**src/rtl/signal_ctrl_pkg.sv**
```systemverilog
// signal_ctrl_pkg: shared phase encoding and lamp constants for the multiway signal controller.
package signal_ctrl_pkg;

    typedef enum logic [1:0] {
        GREEN   = 2'd0,
        YELLOW  = 2'd1,
        ALL_RED = 2'd2,
        WALK    = 2'd3
    } phase_e;

    localparam logic [2:0] LIGHT_RED = 3'b100;
    localparam logic [2:0] LIGHT_YEL = 3'b010;
    localparam logic [2:0] LIGHT_GRN = 3'b001;

endpackage

```
**src/rtl/multiway_signal_controller_arbiter.sv**
```systemverilog
// rr_demand_arbiter: combinational round-robin pick of the first set demand bit after last, wrapping.
module rr_demand_arbiter #(
    parameter int NUM_DIRS = 4,
    localparam int DW = $clog2(NUM_DIRS)
) (
    input  logic [NUM_DIRS-1:0] demand,
    input  logic [DW-1:0]       last,
    output logic                found,
    output logic [DW-1:0]       next_dir
);

    // Scan from farthest to nearest so the nearest candidate after last wins.
    always_comb begin
        next_dir = last;
        for (int k = NUM_DIRS; k >= 1; k--) begin
            if (demand[(int'(last) + k) % NUM_DIRS]) next_dir = DW'((int'(last) + k) % NUM_DIRS);
        end
    end

    assign found = |demand;

endmodule

```
**src/rtl/multiway_signal_controller.sv**
```systemverilog
// multiway_signal_controller: demand-driven round-robin N-way signal FSM with all-red clearance.
// Optional pedestrian walk phase compiled in with SIGNAL_CTRL_PED_EN.
module multiway_signal_controller
    import signal_ctrl_pkg::*;
#(
    parameter int NUM_DIRS   = 4,
    parameter int TIMER_W    = 8,
    parameter int GREEN_MIN  = 5,
    parameter int YELLOW_CYC = 3,
    parameter int ALLRED_CYC = 2
`ifdef SIGNAL_CTRL_PED_EN
    , parameter int WALK_CYC = 4
`endif
) (
    input  logic                        clk,
    input  logic                        reset,
    input  logic [NUM_DIRS-1:0]         car_req,
`ifdef SIGNAL_CTRL_PED_EN
    input  logic                        ped_req,
    output logic                        walk,
`endif
    output logic [3*NUM_DIRS-1:0]       light,
    output logic [$clog2(NUM_DIRS)-1:0] active_dir,
    output logic [1:0]                  phase
);

    localparam int DW = $clog2(NUM_DIRS);

    phase_e               phase_q, phase_d;
    logic [TIMER_W-1:0]   timer_q, timer_d;
    logic [DW-1:0]        dir_q, dir_d, next_dir;
    logic [NUM_DIRS-1:0]  demand_q, demand_d, dir_mask;
    logic                 found, competing;

    rr_demand_arbiter #(.NUM_DIRS(NUM_DIRS)) u_arb (
        .demand   (demand_q),
        .last     (dir_q),
        .found    (found),
        .next_dir (next_dir)
    );

    assign dir_mask = NUM_DIRS'(1) << dir_q;

`ifdef SIGNAL_CTRL_PED_EN
    logic ped_q, ped_d;
    assign competing = found | ped_q;
    assign walk      = phase_q == WALK;
`else
    assign competing = found;
`endif

    always_ff @(posedge clk or posedge reset) begin
        if (reset) begin
            phase_q  <= ALL_RED;
            timer_q  <= TIMER_W'(ALLRED_CYC - 1);
            dir_q    <= DW'(NUM_DIRS - 1);
            demand_q <= '0;
`ifdef SIGNAL_CTRL_PED_EN
            ped_q    <= 1'b0;
`endif
        end else begin
            phase_q  <= phase_d;
            timer_q  <= timer_d;
            dir_q    <= dir_d;
            demand_q <= demand_d;
`ifdef SIGNAL_CTRL_PED_EN
            ped_q    <= ped_d;
`endif
        end
    end

    always_comb begin
        phase_d  = phase_q;
        timer_d  = (timer_q == '0) ? timer_q : timer_q - 1'b1;
        dir_d    = dir_q;
        demand_d = demand_q | (car_req & ((phase_q == GREEN) ? ~dir_mask : '1));
`ifdef SIGNAL_CTRL_PED_EN
        ped_d    = ped_q | ped_req;
`endif
        case (phase_q)
            GREEN: begin
                if (timer_q == '0 && competing) begin
                    phase_d = YELLOW;
                    timer_d = TIMER_W'(YELLOW_CYC - 1);
                end
            end
            YELLOW: begin
                if (timer_q == '0) begin
                    phase_d = ALL_RED;
                    timer_d = TIMER_W'(ALLRED_CYC - 1);
                end
            end
            ALL_RED: begin
                if (timer_q == '0) begin
`ifdef SIGNAL_CTRL_PED_EN
                    if (ped_q) begin
                        phase_d = WALK;
                        timer_d = TIMER_W'(WALK_CYC - 1);
                        ped_d   = 1'b0;
                    end else
`endif
                    if (found) begin
                        phase_d            = GREEN;
                        timer_d            = TIMER_W'(GREEN_MIN - 1);
                        dir_d              = next_dir;
                        demand_d[next_dir] = 1'b0;
                    end
                end
            end
            default: begin
`ifdef SIGNAL_CTRL_PED_EN
                if (timer_q == '0) begin
                    phase_d = ALL_RED;
                    timer_d = TIMER_W'(ALLRED_CYC - 1);
                end
`else
                phase_d = ALL_RED;
                timer_d = TIMER_W'(ALLRED_CYC - 1);
`endif
            end
        endcase
    end

    always_comb begin
        for (int i = 0; i < NUM_DIRS; i++) begin
            light[3*i +: 3] = (DW'(i) != dir_q) ? LIGHT_RED :
                              (phase_q == GREEN) ? LIGHT_GRN :
                              (phase_q == YELLOW) ? LIGHT_YEL : LIGHT_RED;
        end
    end

    assign active_dir = dir_q;
    assign phase      = phase_q;

endmodule

```
**config.mk**
```make
export PLATFORM = sky130hd
export DESIGN_NAME = multiway_signal_controller
export DESIGN_NICKNAME = d
export VERILOG_FILES = /design/src/rtl/signal_ctrl_pkg.sv /design/src/rtl/multiway_signal_controller_arbiter.sv /design/src/rtl/multiway_signal_controller.sv
export SDC_FILE = /design/constraint.sdc
export NUM_CORES = 1
export LEC_CHECK = 0
export CORE_ASPECT_RATIO = 1.5
export CORE_UTILIZATION = 40
export CTS_CLUSTER_SIZE = 25
export DETAILED_ROUTE_END_ITERATION = 7
export GPL_TIMING_DRIVEN = 0
export PLACE_DENSITY_LB_ADDON = 0.2
export RECOVER_POWER = 100
export SLEW_MARGIN = 20
export SYNTH_ARGS = -nofsm -noshare
export SYNTH_HDL_FRONTEND = slang
export SYNTH_HIERARCHICAL = 1
export SYNTH_SLANG_ARGS = --single-unit
```
**constraint.sdc**
```tcl
create_clock -name clk -period 2.32 [get_ports clk]
set_clock_uncertainty 0.15 [all_clocks]
set_input_delay 0.348 -clock clk [delete_from_list [all_inputs] [get_ports clk]]
set_output_delay 0.348 -clock clk [all_outputs]
set_load 0.05 [all_outputs]
```
; Word level (Yosys, flattened, before mapping)
; Index checks and enable logic that the tools add are counted.
[totals]
register_bits = 16
n_memories = 0
wordCells = 85
latch_bits = 0
output_inout_bits = 16
mem_bits_ro = 0
ramBits = 0
[classes]
addsub = 5
div = 0
n_mux = 39
n_shift = 1
magnitude_cmp = 6
bitwise = 9
eq_ne = 9
mul = 0
reduce_logical = 12
[op_table]
columns = op, n
row1 = two-way mux 8 bit, 5
row2 = one-hot mux 8 bit (3 select lines), 1
row3 = two-way mux 3 bit, 6
row4 = < comparator 3 x 4 -> 1 bit (second input constant), 4
row5 = two-way mux 2 bit, 8
row6 = two-way mux 4 bit, 4
row7 = two-way mux 1 bit, 9
row8 = bitwise AND 4 bit, 2
row9 = binary-select mux 1 bit (select 2 bit), 4
row10 = zero test 8 bit, 1
row11 = inequality test 2 bit (second input constant), 4
row12 = NOT 4 bit, 2
row13 = OR reduction 2 bit, 4
row14 = subtractor 8 x 1 -> 8 bit (second input constant), 1
row15 = one-hot mux 2 bit (3 select lines), 1
row16 = adder 2 x 1 -> 2 bit (second input constant), 2
row17 = adder 2 bit (second input constant), 2
row18 = bitwise AND 1 bit (first input constant), 4
row19 = inequality test 2 bit (first input constant), 2
row20 = bitwise OR 4 bit, 1
row21 = AND reduction 4 bit, 1
row22 = OR reduction 4 bit, 1
row23 = << shifter 1 x 2 -> 4 bit (first input constant), 1
row24 = < comparator 2 x 3 -> 1 bit (second input constant), 1
row25 = other kinds (9), 10

; Depth between registers and ports, before layout
; Gate-level depths: netlist of run 1.
[depth]
word_depth = 19
depth_mapped = 8
depth_no_buf = 8

; Hierarchy
; The synthesis of run 1 kept the hierarchy.
[modules_own_cells]
columns = mod, cells_per_inst, area_each_um2, seq_area_each_um2, n_inst
row1 = multiway_signal_controller, 101, 964.7, 405.4, 1
row2 = rr_demand_arbiter, 14, 82.6, 0.0, 1

; Least setup slack after synthesis of run 1
; Ideal clock, no wire load.
[synth_timing]
path_type = register to register
from = register phase_q[0], in the netlist phase[0]
to = register demand_q[0]
path_stages_with_launch = 4
t_arrival_ps = 2580
period_less_slack_ps = 2856
slack_ps = -536
setup_ps = 126
path_cell_list = dfrtp_1 -> nor4_1 -> nor2b_1 -> o32a_1
[synth_via]
elab_chain_len = 8
[synth_lines]
columns = item, line_no
row1 = start: declaration, multiway_signal_controller.sv:29  ; phase_e phase_q, phase_d;
row2 = start signal: assignment, multiway_signal_controller.sv:62  ; phase_q <= phase_d;
row3 = zero test 2 bit, multiway_signal_controller.sv:76  ; demand_d = demand_q | (car_req & ((phase_q == GREEN) ? ~dir_mask : '1));
row4 = two-way mux 4 bit, multiway_signal_controller.sv:76
row5 = bitwise AND 4 bit, multiway_signal_controller.sv:76
row6 = bitwise OR 4 bit, multiway_signal_controller.sv:76
row7 = bitwise AND 4 bit (no source line), -
row8 = two-way mux 4 bit, multiway_signal_controller.sv:102  ; if (found) begin
row9 = two-way mux 4 bit, multiway_signal_controller.sv:94  ; if (timer_q == '0) begin
row10 = two-way mux 4 bit *, multiway_signal_controller.sv:80  ; case (phase_q)
row11 = net demand_d[0], multiway_signal_controller.sv:32  ; logic [NUM_DIRS-1:0] demand_q, demand_d, dir_mask;
row12 = end signal: assignment, multiway_signal_controller.sv:65  ; demand_q <= demand_d;
row13 = end: declaration, multiway_signal_controller.sv:32
; The timed path passes the listed nets; every way through them passes the cells marked *.
; A chain may end at the register's enable or synchronous reset.

; Worst setup path after layout of run 1
[layout_timing]
from = register phase_q[1], in the netlist phase[1]
to = output phase[1]
[layout_lines]
columns = item, line_no
row1 = end: declaration, multiway_signal_controller.sv:24  ; output logic [1:0] phase
; No word-level cell between the ends.

==> impl_metrics.json, run 1 <==
{
  "synth.net_count": 124,
  "wl_per_cell_um": 14.53,
  "status": "complete, no violations",
  "grtUsageTotal_pct": 19.64,
  "grt_pass1_vias": 924,
  "synth_commonest_cells": "13 x inv_1, 12 x dfrtp_1, 9 x a21oi_1, 9 x nor2_1",
  "slowest_delay_ps": 830,
  "ctsHtreeMaxLevel": 1,
  "synth_ff_type": "dfrtp_1",
  "portBuffers": 21,
  "cts_sinks": 16,
  "post-place-ws_ps": -346.8,
  "synth_cell_types": 40,
  "cts_root_buffer": "clkbuf_4",
  "critical_path.slowest_cell": "clkdlybuf4s50_1",
  "max_slew_margin_pct": 58.52,
  "drive_above_1_share_pct": 25.52,
  "final_net_count": 155,
  "synth_area_leaders": "dfrtp_1 29%, dfstp_2 10%, inv_1 4.7%",
  "antenna_found_initial": 0,
  "finalWorstSetupSlack_ps": 69.29,
  "power.leakage_nw": 0.5847,
  "dpl.cell_count": 160,
  "yosys.area.top_type": "dfrtp_1",
  "clk_latency_ps": 280,
  "synth_top_area_share_pct": 28.67,
  "first_pass_iters": 5,
  "diodes": 0,
  "power_mw": 1.942,
  "crit_buf_inv": 1,
  "detailedRoute.firstIterationViolations": 23,
  "syn_to_final_growth_pct": 34.53,
  "cp_top_family": "buffers and inverters",
  "cts_buffer_depth": 2,
  "grt_overflow_total": 0,
  "hold_viol": 0,
  "worstSetupPathType": "flip-flop to primary output",
  "fin_util_pct": 56.87,
  "setup_viol": 0,
  "worstHoldPathType": "input port to async pin",
  "cts_buffers": 3,
  "fmaxAchievable_mhz": 444.3,
  "die_h_um": 64.67,
  "ff_latch_area_um2": 409.1,
  "r2r_cells": 8,
  "synth_async_sr_flop_share_pct": 100.0,
  "max_slew.worst_pin.slew_ps": 621.5,
  "power_density_mw_per_mm2": 1378,
  "die_area_mm2": 0.002831,
  "ys_warn_count": 6,
  "ant_nets": 0,
  "r2r_setup_slack_ps": 160,
  "startpoint_type": "flip-flop",
  "synth-seq-area-share_pct": 38.71,
  "vias": 979,
  "core_area_mm2": 0.002477,
  "syn_area_per_cell_um2": 9.107,
  "path_clk_slew_ps": 100,
  "crit_path_max_fanout": 9,
  "end_kind": "primary output",
  "finalCritPeriodShare_pct": 97.01,
  "rr_endpoint": "timer_q[0]",
  "rr_startpoint": "timer_q[0]",
  "crit_chain": "clkdlybuf4s50_1",
  "dpl_cell_area_mm2": 0.001313,
  "netlist_instances": 115,
  "ctsHoldBuffers": 0,
  "io-pin-count": 22,
  "gp_congestion": 0.7789,
  "multi_input_area_um2": 615.6,
  "viasPerCell": 5.793,
  "routed_wirelength_mm": 2.455,
  "maxCapViolCount": 0,
  "place_hpwl_mm": 1.771,
  "synth.most_common_cell": "inv_1",
  "row_count": 22,
  "cts_tree": "built",
  "start_util_pct": 42.27,
  "ir_drop_uv": 661.1,
  "required_ps": 1820,
  "maxSlewViolCount": 0,
  "ys_seq_elements": 16,
  "grt_max_degree": 17,
  "fill_cells": 223,
  "grt_pass1_wl_mm": 4.195,
  "route.detailed.drc": 0,
  "synth_area_mm2": 0.001047,
  "final_cell_count_no_fill": 169,
  "die_w_um": 43.78,
  "synth-edff-count": 0,
  "critical_path_arrival_ps": 1750,
  "stdcell_area_mm2": 0.001409,
  "timing.final.crit_period_ps": 2251
}
-- cells in the final DEF (no fill, tap or decap), types with 3 or more instances in the layout --
cell / Yosys / routed
inv_1: 13 / 13
dfrtp_1: 12 / 12
a21oi_1: 9 / 9
clkdlybuf4s50_1: 0 / 8
clkdlybuf4s15_2: 0 / 7
nor2b_1: 6 / 6
o21ai_0: 6 / 6
nor2_1: 9 / 5
buf_4: 0 / 5
nand2_1: 4 / 4
nand3b_1: 4 / 4
dlygate4sd2_1: 0 / 4
a31oi_1: 3 / 3
nor2_2: 0 / 3
or3_1: 3 / 3
ha_1: 3 / 3
dfstp_2: 4 / 3
clkbuf_4: 0 / 3
-- sequential cells by signal (all words and copies together) (netlist names) --
signal	flops
timer_q	8
demand_q	4
phase	2
active_dir	2
-- report_power, final --
part | internal [mW] | leakage, nW | switching, mW
sequential | 0.404 | 0.179 | 0.192
clock | 0.0954 | 0.0210 | 0.0876
combinational | 0.479 | 0.384 | 0.684
-- stage by stage --
stage | setup TNS (ps) | hold WS, ps
after floorplan | -351.4 | 108.9
after global placement | -1596 | 406.5
final | 0 | 280.2
after global routing | -15.69 | 362.0
after CTS | 0 | 297.0
after detailed placement | -1614 | 425.8
-- routing by layer --
layer	wire, µm	part of all wire [%]	track usage (%)
met1	1039	42	22.94
met2	1334	54	33.96
met3	58	2.4	3.064
met4	21	0.86	8.984
met5	0	0	0
-- final cells by class --
class	instances	share of cell area, %
Sequential cell	16	29.04
Clock buffer	4	2.575
Timing Repair Buffer	26	18.03
Multi-Input combinational cell	83	43.69
Tap cell	24	2.131
Buffer	3	1.066
Inverter	13	3.464
-- cells by family after synthesis --
family,share of synthesized area (%)
flip-flops,38.71
adder cells (fa/ha/maj),3.585
AO/OA/AOI/OAI,18.04
buffers and inverters,5.854
XOR/XNOR,1.673
AND/OR/NAND/NOR,28.08
multiplexers,4.062
-- how the worst max path moves through the flow --
stage / from / end / cells after the start
2_1_floorplan: active_dir[0] / light[10] / 2
5_1_grt: timer_q[1] / timer_q[0] / 8
3_3_place_gp: active_dir[1] / light[6] / 3
4_1_cts: active_dir[0] / light[3] / 3
6_report: phase[1] / phase[1] / 1
3_5_place_dp: active_dir[1] / light[6] / 3
-- timing repair --
action,in CTS,in global routing
pin swaps,0,1
setup buffers,2,3
setup endpoints to repair,13,6
gates resized for setup,41,4
No activity file was read; power rests on OpenSTA's default activity.
==> run 2: changes to the inputs <==
- ABC_AREA: unset -> 1
- CTS_BUF_LIST: unset -> sky130_fd_sc_hd__clkbuf_4
==> run 2 against run 1 <==
  * Sequential power shrank 13%
  * Wire length grew 15%
  * Non-clock buffer count shrank 7
  * Largest power group unchanged
  * Critical path depth is the same
  * Critical path type unchanged
  * Total power shrank 6.8%
  * First-iteration DRC count grew 35%
  * Worst setup slack lost 8.3 ps
  * Die area grew 15%
  * Sequential share of layout area shrank 0.32 points
  * Combinational power is essentially flat
  * Fmax shrank 0.37%
  * Worst hold slack gained 110 ps
==> impl_metrics.json, run 2 <==
{
  "stdcell_area_mm2": 0.001411,
  "post-cts-setup-buffers": 0,
  "rsz0062_at_grt": "no",
  "synth_commonest_cells": "40 x nand2_1, 24 x inv_1, 23 x nor2_1, 12 x dfrtp_1, 12 x nand2_2",
  "ctsResizeCount": 18,
  "largest_reg_flops": 8,
  "synth_top_area_share_pct": 24.84,
  "final_cell_mix": "45 x nand2_1, 24 x inv_1, 21 x nor2_1",
  "first_pass_iters": 4,
  "synth.net_count": 181,
  "cp_top_family": "buffers and inverters",
  "antenna_found_initial": 0,
  "ys_seq_elements": 16,
  "rr_startpoint": "active_dir[0]",
  "ctsHoldBuffers": 0,
  "synth_async_sr_flop_share_pct": 100.0,
  "io-pin-count": 22,
  "synth_area_leaders": "dfrtp_1 25%, nand2_1 12%, dfstp_2 8.7%",
  "critical_path_arrival_ps": 1760,
  "syn_to_final_growth_pct": 16.77,
  "core_area_mm2": 0.002883,
  "grtUsageTotal_pct": 20.08,
  "worstSetupPathType": "flip-flop to primary output",
  "cts_tree": "built",
  "netlist_instances": 172,
  "route.detailed.drc": 0,
  "final_cell_count_no_fill": 236,
  "grt_pass1_vias": 1193,
  "ys_warn_count": 6,
  "crit_path_max_fanout": 5,
  "maxSlewViolCount": 0,
  "viasPerCell": 4.775,
  "path_clk_slew_ps": 90,
  "reg.largest.list": "timer_q: 8 flops, demand_q: 4 flops",
  "clk_latency_ps": 300,
  "cts_buffer_depth": 2,
  "cts_root_buffer": "clkbuf_4",
  "yosys.area.top_type": "dfrtp_1",
  "r2r_setup_slack_ps": 200,
  "hold_slack_ps": 393.2,
  "synth_ff_type": "dfrtp_1",
  "die_area_mm2": 0.003250,
  "worstHoldPathType": "flip-flop to flip-flop",
  "synth_cell_types": 29,
  "die_h_um": 69.33,
  "maxCapViolCount": 0,
  "gp_congestion": 0.7457,
  "worstSetupStartpoint": "active_dir[0]",
  "cts_sinks": 16,
  "grt_overflow_total": 0,
  "vias": 1127,
  "worstHoldStart": "demand_q[1]",
  "fmaxAchievable_mhz": 442.7,
  "start_util_pct": 41.93,
  "max_slew.worst_pin.slew_ps": 616.9,
  "hold_viol": 0,
  "synth-edff-count": 0,
  "row_count": 24,
  "status": "complete, no violations",
  "critical_path.slowest_cell": "dlygate4sd3_1",
  "regMostFlops": "timer_q",
  "end_kind": "primary output",
  "power_density_mw_per_mm2": 1283,
  "ir_drop_uv": 698.0,
  "drive_above_1_share_pct": 21.83,
  "ant_nets": 0,
  "timing.final.crit_period_ps": 2259,
  "wl_per_cell_um": 11.98,
  "cts_buffers": 3,
  "crit_buf_inv": 1,
  "grt_pass1_wl_mm": 4.878,
  "crit_chain": "dlygate4sd3_1",
  "diodes": 0,
  "detailedRoute.firstIterationViolations": 31,
  "routed_wirelength_mm": 2.827,
  "slowest_delay_ps": 880,
  "portBuffers": 21,
  "place_hpwl_mm": 2.305,
  "synth_area_mm2": 0.001209,
  "syn_area_per_cell_um2": 7.027,
  "final_net_count": 207,
  "finalCritPeriodShare_pct": 97.37,
  "required_ps": 1820,
  "max_slew_margin_pct": 58.83,
  "grt_max_degree": 17,
  "dpl_cell_area_mm2": 0.001473,
  "die_w_um": 46.88,
  "dpl.cell_count": 232,
  "startpoint_type": "flip-flop",
  "power.leakage_nw": 0.7616,
  "layout_commonest_cell": "nand2_1",
  "setup_viol": 0,
  "synth.most_common_cell": "nand2_1",
  "synth-seq-area-share_pct": 33.54,
  "ctsHtreeMaxLevel": 1
}
[run 2: worst min-delay path, cell delays in order (launching register included)]
cell and delay, ps:
dfrtp_1 370, a21oi_1 50, nor2_1 90
[run 2: cell families (layout without fill, tap and decap cells)]
family	after synthesis	after routing	synth area share, %
AND/OR/NAND/NOR	101	101	41.82
buffers and inverters	32	57	11.18
AO/OA/AOI/OAI	16	16	7.454
flip-flops	16	16	33.54
XOR/XNOR	4	4	2.899
adder cells (fa/ha/maj)	3	3	3.106
[run 2: area by class of cell]
cell class	instances	area [µm²]
plain buffers	1	11.26
clock inverters	1	3.754
repair buffers	21	160.2
inverters	31	123.9
well taps	39	48.80
multi-input cells	124	635.6
clock buffers	3	22.52
flip-flops and latches	16	405.4
fillers	333	1471
[run 2: where the power goes]
group / total (mW) / internal (mW) / switching (mW) / leakage, nW
clock: 0.156 / 0.0628 / 0.0929 / 0.0154
combinational: 1.14 / 0.348 / 0.791 / 0.571
sequential: 0.516 / 0.394 / 0.122 / 0.175
total: 1.81 / 0.805 / 1.01 / 0.762
[run 2: per-layer routing]
layer	wire length, µm	global-route usage, %	vias up
met3	47	1.563	4
met4	38	6.667	0
met1	1119	21.01	536
li1	-	-	576
met5	0	0	-
met2	1622	38.27	11
[run 2: metrics by stage]
stage	total power [mW]	util (%)	worst slack [ps]	TNS [ps]
6_report	1.810	48.96	61.01	0
5_1_grt	1.973	48.96	14.84	0
4_1_cts	1.894	51.74	0.8792	0
3_5_place_dp	1.770	51.09	-63.51	-97.26
3_3_place_gp	1.740	51.09	-32.46	-45.87
2_1_floorplan	1.446	-	-48.40	-48.40
[run 2: path summary, 6_finish.rpt]
check | to | cells after the start
max | active_dir[0] | 1
min | demand_q[1] | 2
max reg2reg | demand_q[0] | 13
min reg2reg | demand_q[1] | 2
max in group asynchronous | demand_q[1] | 2
min in group asynchronous | timer_q[3] | 2
